`config.mk`:
```
export PLATFORM = sky130hd
export DESIGN_NAME = inst_prefetch
export DESIGN_NICKNAME = d
export VERILOG_FILES = /design/src/rtl/inst_prefetch.sv
export SDC_FILE = /design/constraint.sdc
export NUM_CORES = 1
export LEC_CHECK = 0
export ABC_CLOCK_PERIOD_IN_PS = 9900
export CELL_PAD_IN_SITES_DETAIL_PLACEMENT = 1
export CELL_PAD_IN_SITES_GLOBAL_PLACEMENT = 1
export CORE_MARGIN = 5
export CORE_UTILIZATION = 35
export CTS_CLUSTER_DIAMETER = 100
export DETAILED_ROUTE_END_ITERATION = 10
export PLACE_DENSITY = 0.64
export REMOVE_ABC_BUFFERS = 1
export SYNTH_ARGS = -nofsm -noshare
export SYNTH_HDL_FRONTEND = slang
export SYNTH_SLANG_ARGS = --single-unit
export TNS_END_PERCENT = 30
```
`constraint.sdc`:
```
create_clock -name Clk -period 9.9 [get_ports Clk]
set_input_delay 2.97 -clock Clk [delete_from_list [all_inputs] [get_ports Clk]]
set_output_delay 2.97 -clock Clk [all_outputs]
set_load 0.02 [all_outputs]
```
`src/rtl/inst_prefetch.sv`:
```
// ---------------------------------------------------------------------------
// inst_prefetch
//
// Instruction prefetch unit. Issues sequential addresses to a synchronous
// instruction ROM, queues the returned words together with their addresses
// and presents the queue head to the decoder with a valid/ready handshake.
// Redirects (taken branches/jumps) flush the queue and refetch from an
// absolute target. Start restarts fetch from address 0, and Halt stops new
// fetches while letting queued and in-flight words drain.
//
// Parameters
//   DEPTH  queue entries (power of 2, >= 2)
//   AW     instruction address width
//   IW     instruction width
//
// Ports
//   Clk             clock, all state updates on posedge
//   Reset           synchronous active-low reset
//   Start           one-cycle pulse, restart fetch at address 0
//   Halt            stop issuing new fetches
//   Redirect        flush and refetch at RedirectTarget
//   RedirectTarget  absolute refetch address
//   RomAddr         registered ROM address
//   RomData         ROM word for the previous cycle's RomAddr
//   InstValid       queue head valid
//   Instruction     queue head word
//   InstPC          address of the queue head word
//   InstReady       decoder consumes the head when InstValid && InstReady
//   Occupancy       number of queued entries
// ---------------------------------------------------------------------------
module inst_prefetch #(
    parameter int DEPTH = 4,
    parameter int AW    = 10,
    parameter int IW    = 9
) (
    input  logic                     Clk,
    input  logic                     Reset,
    input  logic                     Start,
    input  logic                     Halt,
    input  logic                     Redirect,
    input  logic [AW-1:0]            RedirectTarget,
    output logic [AW-1:0]            RomAddr,
    input  logic [IW-1:0]            RomData,
    output logic                     InstValid,
    output logic [IW-1:0]            Instruction,
    output logic [AW-1:0]            InstPC,
    input  logic                     InstReady,
    output logic [$clog2(DEPTH):0]   Occupancy
);

    localparam int PW = $clog2(DEPTH);
    localparam int CW = PW + 1;
    localparam logic [CW:0]   DEPTH_LIMIT = DEPTH[CW:0];
    localparam logic [PW-1:0] PTR_ONE     = PW'(1);
    localparam logic [AW-1:0] ADDR_ONE    = AW'(1);

    typedef enum logic [1:0] {
        IDLE,
        FETCH,
        HALTED
    } state_t;

    state_t          state;
    logic [AW-1:0]   fetch_pc;

    // issue_valid: RomAddr holds a live request this cycle.
    // resp_valid:  RomData holds the answer to last cycle's request.
    logic            issue_valid;
    logic            resp_valid;
    logic [AW-1:0]   resp_addr;

    logic [IW-1:0]   q_data [DEPTH];
    logic [AW-1:0]   q_pc   [DEPTH];
    logic [PW-1:0]   head;
    logic [PW-1:0]   tail;
    logic [CW-1:0]   count;

    logic            flush;
    logic            push;
    logic            pop;
    logic            room;
    logic [CW-1:0]   count_next;

    // Redirect only flushes while actively fetching; Start always flushes.
    // The issue budget counts next cycle's queue plus the request currently
    // on RomAddr, whose word lands one cycle later, so a push can never
    // find the queue full.
    always_comb begin
        flush      = Start || (Redirect && (state == FETCH));
        push       = resp_valid && !flush;
        pop        = (count != '0) && InstReady;
        count_next = count + CW'(push) - CW'(pop);
        room       = ({1'b0, count_next} + (CW+1)'(issue_valid)) < DEPTH_LIMIT;
    end

    assign InstValid   = (count != '0);
    assign Instruction = InstValid ? q_data[head] : '0;
    assign InstPC      = InstValid ? q_pc[head]   : '0;
    assign Occupancy   = count;

    // Fetch control, response pipeline and queue pointers. Reset overrides
    // everything else sampled in the same cycle.
    always_ff @(posedge Clk) begin
        if (!Reset) begin
            state       <= IDLE;
            fetch_pc    <= '0;
            RomAddr     <= '0;
            issue_valid <= 1'b0;
            resp_valid  <= 1'b0;
            resp_addr   <= '0;
            head        <= '0;
            tail        <= '0;
            count       <= '0;
        end else begin
            resp_valid <= issue_valid && !flush;
            resp_addr  <= RomAddr;

            if (flush) begin
                head  <= '0;
                tail  <= '0;
                count <= '0;
            end else begin
                if (push) begin
                    tail <= tail + PTR_ONE;
                end
                if (pop) begin
                    head <= head + PTR_ONE;
                end
                count <= count_next;
            end

            if (Start) begin
                state       <= FETCH;
                RomAddr     <= '0;
                fetch_pc    <= ADDR_ONE;
                issue_valid <= 1'b1;
            end else begin
                case (state)
                    FETCH: begin
                        // Halt beats the refetch of a simultaneous redirect;
                        // the flush above still happens.
                        if (Redirect && !Halt) begin
                            RomAddr     <= RedirectTarget;
                            fetch_pc    <= RedirectTarget + ADDR_ONE;
                            issue_valid <= 1'b1;
                        end else if (Halt) begin
                            state       <= HALTED;
                            issue_valid <= 1'b0;
                        end else if (room) begin
                            RomAddr     <= fetch_pc;
                            fetch_pc    <= fetch_pc + ADDR_ONE;
                            issue_valid <= 1'b1;
                        end else begin
                            issue_valid <= 1'b0;
                        end
                    end
                    default: begin
                        issue_valid <= 1'b0;
                    end
                endcase
            end
        end
    end

    // Queue storage needs no reset; entries are only visible below count.
    always_ff @(posedge Clk) begin
        if (Reset && push) begin
            q_data[tail] <= RomData;
            q_pc[tail]   <= resp_addr;
        end
    end

endmodule
```
Yosys cells after proc, flatten, opt, wreduce, memory -nomap -nowiden --
Memory sizes are Yosys's and may differ from the RTL's. A register that Yosys moved wholly into a read port is not among the register bits. Cells that the tools add are included.
Word-level totals: flip-flop bits (word level) 41, memory bits (writable) 76, input port bits 25, output and inout port bits 33, logic and storage cells 72, memories kept 2
Operators by class: $add $sub $neg 7, magnitude comparators 1, equal/unequal tests 4, multiplexer cells 25, bitwise operators 2, reductions and logical operators 20
Memories:
- q_pc | words 4, width 10, read ports 1, clocked after memory_dff 1, write ports 1, RTL line 73 | logic [AW-1:0] q_pc [DEPTH];
- q_data | words 4, width 9, read ports 1, clocked after memory_dff 1, write ports 1, RTL line 72 | logic [IW-1:0] q_data [DEPTH];
Operator list (count):
- 10-bit 2-to-1 mux | 7
- 10-bit by 1-bit adder with 10-bit output (second input constant) | 2
- 1-bit 2-to-1 mux | 13
- 3-bit AND reduction | 4
- 9-bit 2-to-1 mux | 1
- 2-bit 2-to-1 mux | 4
- 1-bit logical AND | 6
- 2-bit nonzero test | 3
- 3-bit nonzero test | 2
- 2-bit by 1-bit adder with 2-bit output (second input constant) | 2
- 3-bit by 1-bit adder with 4-bit output | 1
- 4-bit by 3-bit less-than comparator with 1-bit output (second input constant) | 1
- 2-bit OR reduction | 2
- 3-bit by 1-bit adder with 3-bit output | 1
- 3-bit by 2-bit inequality test with 1-bit output (second input constant) | 1
- 3-bit by 1-bit subtractor with 3-bit output | 1
- 2-bit by 1-bit equality test with 1-bit output (second input constant) | 1
- 1-bit logical NOT | 2
- 2-bit by 1-bit inequality test with 1-bit output (second input constant) | 1
- 2-bit inequality test (second input constant) | 1
- 1-bit NOT | 2
- 1-bit logical OR | 1

Longest topological paths before layout --
depth in word-level cells 14, gate-level depth with buffers 16, depth with buffers taken out 14

Worst setup path before layout --
No wires, ideal clock.
kind input-to-reg, from input Redirect, to register RomAddr[0], arrival 5.186 ns, setup slack 4.587 ns, stages on the path 14, buffers on the path 2, cell sequence nand3_1 nand3b_1 ha_1 inv_1 ha_1 inv_1 fa_1 nor4bb_1 nor4b_2 o21a_2 buf_6 buf_2 o21ai_0 nor2_1
On the way: cells in the longest elaborated chain, start to end 10, elaborated cells on any way between the ends 13, those cells by class add/sub: 3; order compare: 1; eq/ne: 1; mux: 1; reduce/logical: 7
RTL lines:
- start: declaration | RTL line 40 | input logic Redirect,
- 1-bit logical AND | RTL line 89 | flush = Start || (Redirect && (state == FETCH));
- 1-bit logical OR | RTL line 89
- 1-bit logical NOT | RTL line 90 | push = resp_valid && !flush;
- 1-bit logical AND | RTL line 90
- 3-bit by 1-bit adder with 3-bit output | RTL line 92 | count_next = count + CW'(push) - CW'(pop);
- 3-bit by 1-bit subtractor with 3-bit output | RTL line 92
- 3-bit by 1-bit adder with 4-bit output | RTL line 93 | room = ({1'b0, count_next} + (CW+1)'(issue_valid)) < DEPTH_LIMIT;
- 4-bit by 3-bit less-than comparator with 1-bit output | RTL line 93
- 2-bit nonzero test (no line)
- 3-bit AND reduction (no line)
- end signal: assignment | RTL line 143 | RomAddr <= RedirectTarget;
- end signal: assignment | RTL line 150 | RomAddr <= fetch_pc;
- end: declaration | RTL line 42 | output logic [AW-1:0] RomAddr,
Parallel ways exist; a longest one is shown, timed or not. A chain may end at the register's enable or synchronous reset.

Final worst setup path --
from input Redirect, to register fetch_pc[9]
On the way: cells in the longest elaborated chain, start to end 10, elaborated cells on any way between the ends 13, those cells by class add/sub: 3; order compare: 1; eq/ne: 1; mux: 1; reduce/logical: 7
RTL lines:
- 1-bit logical AND | RTL line 89
- 1-bit logical OR | RTL line 89
- 1-bit logical NOT | RTL line 90
- 1-bit logical AND | RTL line 90
- 3-bit by 1-bit adder with 3-bit output | RTL line 92
- 3-bit by 1-bit subtractor with 3-bit output | RTL line 92
- 3-bit by 1-bit adder with 4-bit output | RTL line 93
- 4-bit by 3-bit less-than comparator with 1-bit output | RTL line 93
- 2-bit nonzero test (no line)
- 3-bit AND reduction (no line)
- end signal: assignment | RTL line 144 | fetch_pc <= RedirectTarget + ADDR_ONE;
- end signal: assignment | RTL line 151 | fetch_pc <= fetch_pc + ADDR_ONE;
- end: declaration | RTL line 64 | logic [AW-1:0] fetch_pc;
Parallel ways exist; a longest one is shown, timed or not.

==> impl_metrics.yaml <==
power_and_ir_drop:
  power_density_nw_per_um2: 191
  leakage_nw: 2.12
  vdd_drop_max_v: 0.000115
routing:
  vias: 2834
  finalWirelength_um: 10100
  first_iter_violations: 153
  route.detailed.drc: 0
  final_antenna_net_count: 0
  avgRoutedWirePerCell_um: 17.3
  vias_per_cell: 4.85
  dr.pass1.iters: 4
global_routing:
  grt_pass1_vias: 3116
  grt_use_met3_pct: 5.42
  grt_most_used_layer: "met2"
  grt_max_degree: 34
  track_usage_pct: 13.3
  overflow: 0
  grt_pass1_wl_um: 16300
  grtUsageMet1_pct: 16.4
  grt_antenna_before_repair: 0
  grt_use_met2_pct: 20.9
yosys:
  synth.distinct_cells: 43
  synth-edff-count: 76
  synthCells: 329
  synth_top_area_share_pct: 46.7
  ys_ff_latch: 119
  synth_top_area_cell: "edfxtp_1"
  synth-seq-area-share_pct: 64.4
  yosysMostFrequentCell: "edfxtp_1"
  yosys_warnings: 0
  synth_ff_type: "edfxtp_1"
  synth.top_cells.by_count: "edfxtp_1 (76), dfxtp_1 (43), and2_1 (33)"
  syn-cell-area_um2: 4880
  syn_area_per_cell_um2: 14.8
  ys_top_cells_by_area: "edfxtp_1 (47%), dfxtp_1 (18%), mux4_2 (8.8%)"
  async_reset_ff_share_pct: 0
worst_setup_path:
  critPathLaunchType: "input pin"
  timing_worst_setup_path_type: "input pin to register"
  reg2reg_slack_ps: 5860
  cp-end-kind: "register"
  cp.required_ps: 10220
  cp_max_fo: 33
  arrival_ps: 6440
clock_network:
  cts_hold_buf: 0
  cts_tree: "yes"
  insertion_delay_ps: 420
  cts_made_buffers: 17
  clkTransAtPathRegs_ps: 50
  cts_setup_buffers: 0
  clock-sinks: 119
  cts_root_buf: "clkbuf_16"
  htreeDepth: 4
  ctsResizeCount: 0
  clockBufferDepth: 2
timing:
  setup-violations-final: 0
  fin_crit_sh_pct: 61.7
  drv_slew: 0
  clock.fmax_mhz: 164
  tns_ps: 0
  timing.final.ws_setup_ps: 3790
  finalHoldViolations: 0
  slew_headroom_pct: 25.6
  tightest_slew_ps: 1120
  final.min_clock_period_ps: 6110
  clock-skew-final_ps: 9.05
  rsz0062_at_grt: "false"
placement:
  routabilityCongestion: 0.779
  port_buffers: 57
  hpwl_um: 6530
  pre_cts_slack_ps: 3390
status:
  status: "completed"
floorplan:
  core_area_um2: 13800
  die_x_um: 128
  dieArea_um2: 16400
  io_pins: 58
  row_count: 43
  die_h_um: 128
  initial_utilization_pct: 35.5
flow_run:
  maxCapViolations: 0
cells_and_area:
  syn_to_final_growth_pct: 26.7
  fillCellCount: 1442
  antenna_cells: 0
  final_nets: 424
  drive_gt1_share_pct: 15.3
min_path:
  hp-class: "register to register"
[path summary, 6_finish.rpt]
path,depth (start not counted),endpoint,start
setup reg to reg,13,fetch_pc[9]$_SDFFE_PP0P_,Occupancy[1]$_SDFF_PP0_
hold reg to reg,0,q_pc[0][1]$_DFFE_PP_,resp_addr[1]$_SDFF_PN0_
hold / removal,0,q_pc[0][1]$_DFFE_PP_,resp_addr[1]$_SDFF_PN0_
setup / recovery,14,fetch_pc[9]$_SDFFE_PP0P_,Redirect
[flip-flops by register name, indices dropped and copies added (netlist names), named ones only]
register	cells
Occupancy	3
RomAddr	10
fetch_pc	10
head	2
issue_valid	1
q_data	36
q_pc	40
resp_addr	10
resp_valid	1
state	2
tail	2
[report_power, final]
group	switching (W)	total [W]	internal (W)
logic	0.0000240	0.0000460	0.0000221
clock network	0.000215	0.000605	0.000390
registers	0.00000309	0.000532	0.000529
total	0.000242	0.00118	0.000941
[through the flow]
stage | instances | total power [W] | hold WS [ps] | util [%] | cell area (um2)
2_1_floorplan | 314 | 0.000564 | 422 | - | 4790
3_5_place_dp | 552 | 0.000589 | 461 | 40.6 | 5600
4_1_cts | 584 | 0.00120 | 481 | 44.9 | 6190
3_3_place_gp | 552 | 0.000588 | 449 | 40.6 | 5600
5_1_grt | 584 | 0.00123 | 503 | 44.9 | 6190
6_report | 584 | 0.00118 | 482 | 44.9 | 6190
[cell families after synthesis]
| logic type | after synthesis | share of synthesized area (%) |
|---|---|---|
| compound gates | 34 | 4.56 |
| xor+xnor | 9 | 1.61 |
| fa+ha+maj | 8 | 2.20 |
| buf+inv | 21 | 2.33 |
| flops | 119 | 64.4 |
| mux | 36 | 13.0 |
| simple gates | 102 | 11.9 |
[per-layer routing]
metal	share of wire (%)	vias to the layer above	wire length, um
met2	47	66	4790
met3	5.2	15	531
li1	-	1350	-
met1	46	1403	4640
met4	1.6	0	161
met5	0	-	0
[worst max-delay path, stage by stage]
cell             delay (ps)
clkdlybuf4s50_1         520
nand3_1                 170
nand3b_1                170
ha_1                    330
inv_1                    60
ha_1                    130
inv_1                    50
fa_1                    510
nor4bb_1                 70
nor4b_2                 260
o21a_2                  600
o21ai_0                 150
mux2_1                  310
a31oi_1                 120
[cells in the final DEF, fill, tap and decap left out, drive strengths merged, types with 7 or more instances in the layout]
cell            n
edfxtp         76
ha              7
mux2i          14
o21ai           9
and2           33
nand2          16
nor2           24
clkinv          7
clkdlybuf4s50  57
mux4           19
a211oi          7
clkbuf         21
dfxtp          43
inv             7
[area by class of cell]
cell class                      instances  area [um2]  share of cell area, %
Tap cell                              180         225                   3.64
Timing Repair Buffer                   58         578                   9.34
Inverter                                6        22.5                  0.364
Clock inverter                         11         123                   1.98
Clock buffer                           21         470                   7.60
Multi-Input combinational cell        189        1630                   26.3
Sequential cell                       119        3140                   50.8
Power figures use the tool's default switching activity.
